### src/rtl/seq_detect_param_if.sv
// Bundles the serial data, configuration and status signals of seq_detect_param.
// The master drives stimulus and configuration; the slave (the detector) drives status.
interface seq_detect_param_if #(
    parameter int PAT_W = 8,
    parameter int LEN_W = 4,
    parameter int CNT_W = 8
);
    logic             x;
    logic             x_valid;
    logic             cfg_load;
    logic [PAT_W-1:0] pat;
    logic [LEN_W-1:0] pat_len;
    logic             overlap;
    logic             detect;
    logic             armed;
    logic             cfg_err;
    logic [CNT_W-1:0] match_cnt;

    modport master (
        output x, x_valid, cfg_load, pat, pat_len, overlap,
        input  detect, armed, cfg_err, match_cnt
    );

    modport slave (
        input  x, x_valid, cfg_load, pat, pat_len, overlap,
        output detect, armed, cfg_err, match_cnt
    );
endinterface

### src/rtl/seq_detect_param.sv
// Serial pattern detector with a runtime-loaded pattern, length and overlap mode.
// Define SEQDET_MATCH_CNT_EN to build the saturating match counter; otherwise match_cnt reads 0.
module seq_detect_param #(
    parameter int PAT_W = 8,
    parameter int LEN_W = 4,
    parameter int CNT_W = 8
) (
    input  logic              clk,
    input  logic              reset,
    seq_detect_param_if.slave bus
);
    typedef enum logic {IDLE, RUN} state_e;

    localparam logic [LEN_W-1:0] MIN_LEN = LEN_W'(2);
    localparam logic [LEN_W-1:0] MAX_LEN = LEN_W'(PAT_W);

    state_e           state_q, state_d;
    logic [PAT_W-1:0] hist_q, hist_d;
    logic [PAT_W-1:0] pat_q, pat_d;
    logic [LEN_W-1:0] fill_q, fill_d;
    logic [LEN_W-1:0] len_q, len_d;
    logic             ovl_q, ovl_d;
    logic             detect_q, detect_d;
    logic             err_q, err_d;

    logic [PAT_W-1:0] hist_next;
    logic [PAT_W-1:0] len_mask;
    logic [LEN_W-1:0] fill_next;
    logic             cfg_legal;
    logic             accept;
    logic             hit;

    assign cfg_legal = (bus.pat_len >= MIN_LEN) && (bus.pat_len <= MAX_LEN);
    // A load in the same cycle wins over data, so that bit is never accepted.
    assign accept    = (state_q == RUN) && bus.x_valid && !bus.cfg_load;
    assign hist_next = {hist_q[PAT_W-2:0], bus.x};
    assign fill_next = (fill_q >= MAX_LEN) ? MAX_LEN : fill_q + LEN_W'(1);
    assign len_mask  = ~({PAT_W{1'b1}} << len_q);
    assign hit       = (fill_next >= len_q) && ((hist_next & len_mask) == (pat_q & len_mask));

    always_ff @(posedge clk) begin
        if (!reset) begin
            state_q  <= IDLE;
            hist_q   <= '0;
            pat_q    <= '0;
            fill_q   <= '0;
            len_q    <= '0;
            ovl_q    <= 1'b0;
            detect_q <= 1'b0;
            err_q    <= 1'b0;
        end else begin
            state_q  <= state_d;
            hist_q   <= hist_d;
            pat_q    <= pat_d;
            fill_q   <= fill_d;
            len_q    <= len_d;
            ovl_q    <= ovl_d;
            detect_q <= detect_d;
            err_q    <= err_d;
        end
    end

    always_comb begin
        state_d  = state_q;
        hist_d   = hist_q;
        pat_d    = pat_q;
        fill_d   = fill_q;
        len_d    = len_q;
        ovl_d    = ovl_q;
        detect_d = 1'b0;
        err_d    = err_q;
        if (bus.cfg_load) begin
            if (cfg_legal) begin
                state_d = RUN;
                hist_d  = '0;
                fill_d  = '0;
                pat_d   = bus.pat;
                len_d   = bus.pat_len;
                ovl_d   = bus.overlap;
                err_d   = 1'b0;
            end else begin
                // Keep the old configuration so a later legal load is the only way back.
                state_d = IDLE;
                err_d   = 1'b1;
            end
        end else if (accept) begin
            hist_d   = hist_next;
            fill_d   = (hit && !ovl_q) ? '0 : fill_next;
            detect_d = hit;
        end
    end

    always_comb begin
        bus.detect  = detect_q;
        bus.armed   = (state_q == RUN);
        bus.cfg_err = err_q;
    end

`ifdef SEQDET_MATCH_CNT_EN
    logic [CNT_W-1:0] cnt_q, cnt_d;

    always_comb begin
        cnt_d = cnt_q;
        if (bus.cfg_load && cfg_legal) begin
            cnt_d = '0;
        end else if (accept && hit && (cnt_q != {CNT_W{1'b1}})) begin
            cnt_d = cnt_q + CNT_W'(1);
        end
    end

    always_ff @(posedge clk) begin
        if (!reset) begin
            cnt_q <= '0;
        end else begin
            cnt_q <= cnt_d;
        end
    end

    assign bus.match_cnt = cnt_q;
`else
    assign bus.match_cnt = '0;
`endif
endmodule
### src/flat_wrapper.sv
// flat-port wrapper written by rule: the top's interface ports become plain ports
module seq_detect_param_flat 
#(
    parameter int PAT_W = 8,
    parameter int LEN_W = 4,
    parameter int CNT_W = 8
)
  (clk, reset, bus_x, bus_x_valid, bus_cfg_load, bus_pat, bus_pat_len, bus_overlap, bus_detect, bus_armed, bus_cfg_err, bus_match_cnt);
  seq_detect_param_if #(.PAT_W(PAT_W), .LEN_W(LEN_W), .CNT_W(CNT_W)) bus_i ();
  input  logic clk;
  input  logic reset;
  input wire logic [$bits(bus_i.x)-1:0] bus_x;
  input wire logic [$bits(bus_i.x_valid)-1:0] bus_x_valid;
  input wire logic [$bits(bus_i.cfg_load)-1:0] bus_cfg_load;
  input wire logic [$bits(bus_i.pat)-1:0] bus_pat;
  input wire logic [$bits(bus_i.pat_len)-1:0] bus_pat_len;
  input wire logic [$bits(bus_i.overlap)-1:0] bus_overlap;
  output wire logic [$bits(bus_i.detect)-1:0] bus_detect;
  output wire logic [$bits(bus_i.armed)-1:0] bus_armed;
  output wire logic [$bits(bus_i.cfg_err)-1:0] bus_cfg_err;
  output wire logic [$bits(bus_i.match_cnt)-1:0] bus_match_cnt;
  assign bus_i.x = bus_x;
  assign bus_i.x_valid = bus_x_valid;
  assign bus_i.cfg_load = bus_cfg_load;
  assign bus_i.pat = bus_pat;
  assign bus_i.pat_len = bus_pat_len;
  assign bus_i.overlap = bus_overlap;
  assign bus_detect = bus_i.detect;
  assign bus_armed = bus_i.armed;
  assign bus_cfg_err = bus_i.cfg_err;
  assign bus_match_cnt = bus_i.match_cnt;
  seq_detect_param #(.PAT_W(PAT_W), .LEN_W(LEN_W), .CNT_W(CNT_W)) u_core (.clk(clk), .reset(reset), .bus(bus_i));
endmodule
### config.mk
export PLATFORM = sky130hd
export DESIGN_NAME = seq_detect_param_flat
export DESIGN_NICKNAME = d
export VERILOG_FILES = /design/src/rtl/seq_detect_param_if.sv /design/src/rtl/seq_detect_param.sv /design/src/flat_wrapper.sv
export SDC_FILE = /design/constraint.sdc
export NUM_CORES = 1
export LEC_CHECK = 0
export CAP_MARGIN = 10
export CORE_MARGIN = 3
export CORE_UTILIZATION = 54
export CTS_CLUSTER_SIZE = 14
export DETAILED_ROUTE_END_ITERATION = 6
export GPL_TIMING_DRIVEN = 1
export MAX_ROUTING_LAYER = met4
export PLACE_DENSITY = 0.83
export SLEW_MARGIN = 20
export SYNTH_ARGS = -nofsm -noshare
export SYNTH_HDL_FRONTEND = slang
export SYNTH_SLANG_ARGS = --single-unit
### constraint.sdc
create_clock -name clk -period 5.2 [get_ports clk]
set_clock_uncertainty 0.2 [all_clocks]
set_input_delay 0.78 -clock clk [delete_from_list [all_inputs] [get_ports clk]]
set_output_delay 0.78 -clock clk [all_outputs]
set_load 0.005 [all_outputs]
Word-level counts from Yosys, hierarchy flattened

Cells that the tools add are included.

Add/subtract/negate cells: 1
Order comparisons: 4
Equality and inequality tests: 2
Shift operators: 1
Mux-type cells: 10
Bitwise operators: 5
Reductions and logical operators: 11

Operators by type and width:

| cell                                                 | count |
|---|---|
| two-way mux 7 bit                                    | 3 |
| two-way mux 4 bit                                    | 5 |
| bitwise AND 8 bit                                    | 2 |
| equality test 8 bit                                  | 1 |
| NOT 8 bit                                            | 1 |
| << shifter 8 x 4 -> 8 bit (first input constant)     | 1 |
| logical AND 1 bit                                    | 5 |
| adder 4 x 1 -> 4 bit (second input constant)         | 1 |
| >= comparator 4 x 2 -> 1 bit (second input constant) | 1 |
| >= comparator 4 bit                                  | 1 |
| >= comparator 4 bit (second input constant)          | 1 |
| <= comparator 4 bit (second input constant)          | 1 |
| AND reduction 2 bit                                  | 2 |
| OR reduction 3 bit                                   | 1 |
| zero test 1 bit                                      | 2 |
| two-way mux 1 bit                                    | 2 |
| != test 2 x 1 -> 1 bit (second input constant)       | 1 |
| NOT 1 bit                                            | 2 |
| nonzero test 2 bit                                   | 1 |

Register bits: 27
Input bits: 18
Output and inout bits: 11
Logic and storage cells: 42

Depth between registers and ports, before layout

Depth after elaboration: 9
Mapped depth: 8
Gate-level depth less buffers: 8

Least setup slack after synthesis

OpenSTA, ideal clock, no wires.

Path kind: register to register
Start: register u_core.fill_q[0]
End: register u_core.fill_q[0]
Setup time: 0.117 ns
Arrival: 2.170 ns
Required time: 4.883 ns
Setup slack: 2.713 ns
Stages on the path, launching flop included: 9
Buffers on the path: 0
Clock period less this slack: 2.487 ns
Path through: dfxtp_1 inv_1 ha_1 nor2b_1 ha_1 o21ai_0 a221o_2 or4_4 a32o_2

Word-level cells in the longest chain between the ends: 8
Elaborated cells between the ends (all ways): 9
Classes of those cells: add/sub: 1; order compare: 2; mux: 4; reduce/logical: 2

Ends and longest elaborated chain:

| element                                                     | RTL line               | source |
|---|---|---|
| start: declaration                                          | seq_detect_param.sv:20 | `logic [LEN_W-1:0] fill_q, fill_d;` |
| start signal: assignment                                    | seq_detect_param.sv:55 | `fill_q <= fill_d;` |
| adder 4 x 1 -> 4 bit or >= comparator 4 bit (tied branches) | seq_detect_param.sv:37 | `assign fill_next = (fill_q >= MAX_LEN) ? MAX_LEN : fill_q + LEN_W'(1);` |
| two-way mux 4 bit (*)                                       | seq_detect_param.sv:37 |  |
| >= comparator 4 bit                                         | seq_detect_param.sv:39 | `assign hit = (fill_next >= len_q) && ((hist_next & len_mask) == (pat_q & len_mask));` |
| logical AND 1 bit                                           | seq_detect_param.sv:39 |  |
| logical AND 1 bit                                           | seq_detect_param.sv:88 | `fill_d = (hit && !ovl_q) ? '0 : fill_next;` |
| two-way mux 4 bit (*)                                       | seq_detect_param.sv:88 |  |
| two-way mux 4 bit (*)                                       | seq_detect_param.sv:86 | `end else if (accept) begin` |
| two-way mux 4 bit (*)                                       | seq_detect_param.sv:72 | `if (bus.cfg_load) begin` |

Every way passes the cells marked *; elsewhere a longest branch is shown, timed or not. The select of a mux whose other input is x is not followed.
A chain may end at the register's enable or synchronous reset.

Worst setup path in the final report

Start: register u_core.fill_q[0]
End: register u_core.fill_q[1]

Same word-level chain as after synthesis.

==> impl_results.md <==
* Total core area at 0.00236 sq mm
* Post-synth EDFFs at 0
* Largest net degree at the start of global routing at 22
* Switching portion of total power at 25.2%
* CTS tree: built
* Synth top area share at 37.9%
* Synth Area per Inst at 9.45 sq um
* Critical path fanouts, max at 5
* Die footprint at 0.00329 sq mm
* Top-count cell post-synth: dfxtp_1
* Status: completed
* Rows at 17
* Final Max Slew Viols at 0
* Initial Util at 60.4%
* Maximum VDD drop at 0.178 mV
* Tot GR Track Use at 18.2%
* Post-synth top cells: 27 x dfxtp_1, 14 x nor2b_1, 10 x mux2i_1
* CTS buffer count at 3
* Total wire length at 2.73 mm
* Largest cells by area after synthesis: dfxtp_1 38%, mux2i_1 7.0%, nor2b_1 6.1%, ha_1 5.3%, a22o_1 4.3%
* Leakage at 0.699 nW
* Num ports at 29
* Register bit total from synthesis at 27
* Sequential power share at 60.2%
* WP data required at 5.23 ns
* Area grow syn2layout at 13.4%
* DR vias at 1,072
* Initial antenna violation count at 0
* Routed Antenna Nets at 0
* Warnings, synthesis at 0
* Gpl congestion at 0.854
* First-pass GRT wire length at 4.68 mm
* Final worst-path cycle share at 52.0%
* Drt wl/cell at 14.0 um
* Rel. slew slack at 59.6%
* TNS Setup at 0 ns
* Vias in the first global route at 1,075
* # resized after CTS at 0
* Post-synthesis cell type count at 36
* Crit start category: flip-flop
* WHS at 0.315 ns
* Port Buffers at 20
* Max clock buf depth at 2
* Hold_buf cts at 0
* Clock power frac at 25.6%
* First-pass DRT Iterations at 4
* Clock sinks at 27
* Post-Syn Area at 0.00143 sq mm
* Post-synth ARST share at 0%
* CTS H-Tree Depth at 1
* Unrepaired setup endpoints after global routing: false
* Comb power frac at 14.2%
* Clk_lat worst skew at 0.33 ns
* Yosys top cell by area: dfxtp_1
* Post-detail-place hpwl at 2.09 mm
* Initial DRC Count at 42
* DRC Markers at 0
* Worst Tran Pin Value at 0.604 ns
* CP Capture Type: flip-flop
* Congestion Overflow GR at 0
* Critical path arrival at 2.74 ns
* Final Critical Period at 2.71 ns
* Root Buffer: clkbuf_4
* Highest Clock Rate at 0.370 GHz
* Nets at 192
* Final Hold Vio Count at 0
* Final Setup Violations at 0
* Die width at 57.4 um
* Seq/Total Area, Yosys at 37.9%
* Max cap viols at 0
* Primary FF master, synth: dfxtp_1
* Internal power at 272 uW
* Vias per cell at 5.50
* Die Ht at 57.4 um
* Clock transition at path regs at 0.15 ns
* Antenna Cells at 0
* Sw power at 91.9 uW
* Pwr per Cell Area at 225 mW/mm^2
* Post-CTS Setup Inserts at 0
* Share of cells above drive strength 1 at 8.38%
* Syn Inst Count at 151
* Hold WC Path Type: reg2reg
* Crit path kind: reg2reg
[stage by stage]
step           area [sq um]  setup slack [ns]  power [mW]  instances  utilization (%)
5_1_grt                1620              2.42       0.383        195             68.5
4_1_cts                1620              2.51       0.368        195             68.5
3_3_place_gp           1590              2.37       0.274        191             67.2
6_report               1620              2.49       0.364        195             68.5
3_5_place_dp           1590              2.30       0.275        191             67.2
2_1_floorplan          1450              2.71       0.258        158                -
[layout make-up]
cell class	count	area, sq um
Clock buffer	3	22.5
Clock inverter	1	7.51
Fill cell	185	743
Inverter	8	30.0
Multi-Input combinational cell	107	774
Sequential cell	27	541
Tap cell	28	35.0
Timing Repair Buffer	21	208
[flip-flops by register name (all words and copies together), names as in the netlist]
name	cells
u_core.pat_q	8
u_core.bus.cfg_err	1
u_core.ovl_q	1
u_core.len_q	4
u_core.hist_q	7
u_core.bus.armed	1
u_core.fill_q	4
u_core.bus.detect	1
[cells by family (layout without fill, tap and decap cells)]
group / Yosys count / in the layout / share of synthesized area, %
AO/OA/AOI/OAI: 34 / 34 / 18.4
XOR/XNOR: 9 / 9 / 5.53
adder cells (fa/ha/maj): 6 / 6 / 5.26
buffers and inverters: 24 / 33 / 9.65
flip-flops: 27 / 27 / 37.9
multiplexers: 10 / 10 / 7.02
other: 1 / 8 / 0.263
AND/OR/NAND/NOR: 40 / 40 / 16.0
[path summary, 6_finish.rpt]
kind	from	endpoint	slack [ns]	depth (start not counted)
max reg2reg	u_core.fill_q[0]$_SDFFE_PN0P_	u_core.fill_q[1]$_SDFFE_PN0P_	2.49	8
max	u_core.fill_q[0]$_SDFFE_PN0P_	u_core.fill_q[1]$_SDFFE_PN0P_	2.49	8
min	u_core.bus.cfg_err$_SDFFE_PN0P_	u_core.bus.cfg_err$_SDFFE_PN0P_	0.32	2
min reg2reg	u_core.bus.cfg_err$_SDFFE_PN0P_	u_core.bus.cfg_err$_SDFFE_PN0P_	0.32	2
[power by group through the flow]
stage / registers [mW] / logic [mW] / clock network (mW)
2_1_floorplan: 0.222 / 0.0365 / 0
3_3_place_gp: 0.224 / 0.0503 / 0
3_5_place_dp: 0.224 / 0.0518 / 0
4_1_cts: 0.219 / 0.0520 / 0.0965
5_1_grt: 0.220 / 0.0570 / 0.105
6_report: 0.219 / 0.0519 / 0.0931
[worst max-delay path, cell delays in order, from the launching register on]
cell and delay (ns):
dfxtp_1 0.44, inv_1 0.07, ha_1 0.29, nor2b_1 0.17, ha_1 0.28, o21ai_0 0.09
a221o_2 0.34, or4_4 0.45, a32o_2 0.28
[metal layers]
metal  global-route usage, %  part of all wire (%)  up-vias
met5                       -                     0        -
met4                    5.63                   1.5        0
met3                    2.49                   3.9        6
met2                    31.6                    51       28
met1                    21.6                    43      495
li1                        -                     -      543
[cells in the final DEF, fill, tap and decap left out]
cell,count
o31ai_1,1
clkbuf_4,3
nor2b_1,14
nand3_1,5
mux2i_1,10
o221ai_1,1
a31o_2,1
nor4_4,1
ha_1,6
nor3_1,1
nor4b_1,1
xor2_1,4
inv_1,8
a32o_2,4
nor2_1,8
and2_1,1
a31oi_1,1
clkdlybuf4s50_1,20
o21ai_1,4
xnor2_1,5
buf_4,1
o21a_1,2
a22o_1,7
o21ba_2,1
or4_4,1
nand2b_1,1
a32oi_1,1
clkinvlp_4,1
dfxtp_1,27
o21ai_0,5
a22oi_1,2
a21boi_0,2
a21oi_1,1
conb_1,8
a221o_2,1
nand2_1,7
Note: power is estimated with default switching activity, not from simulation.
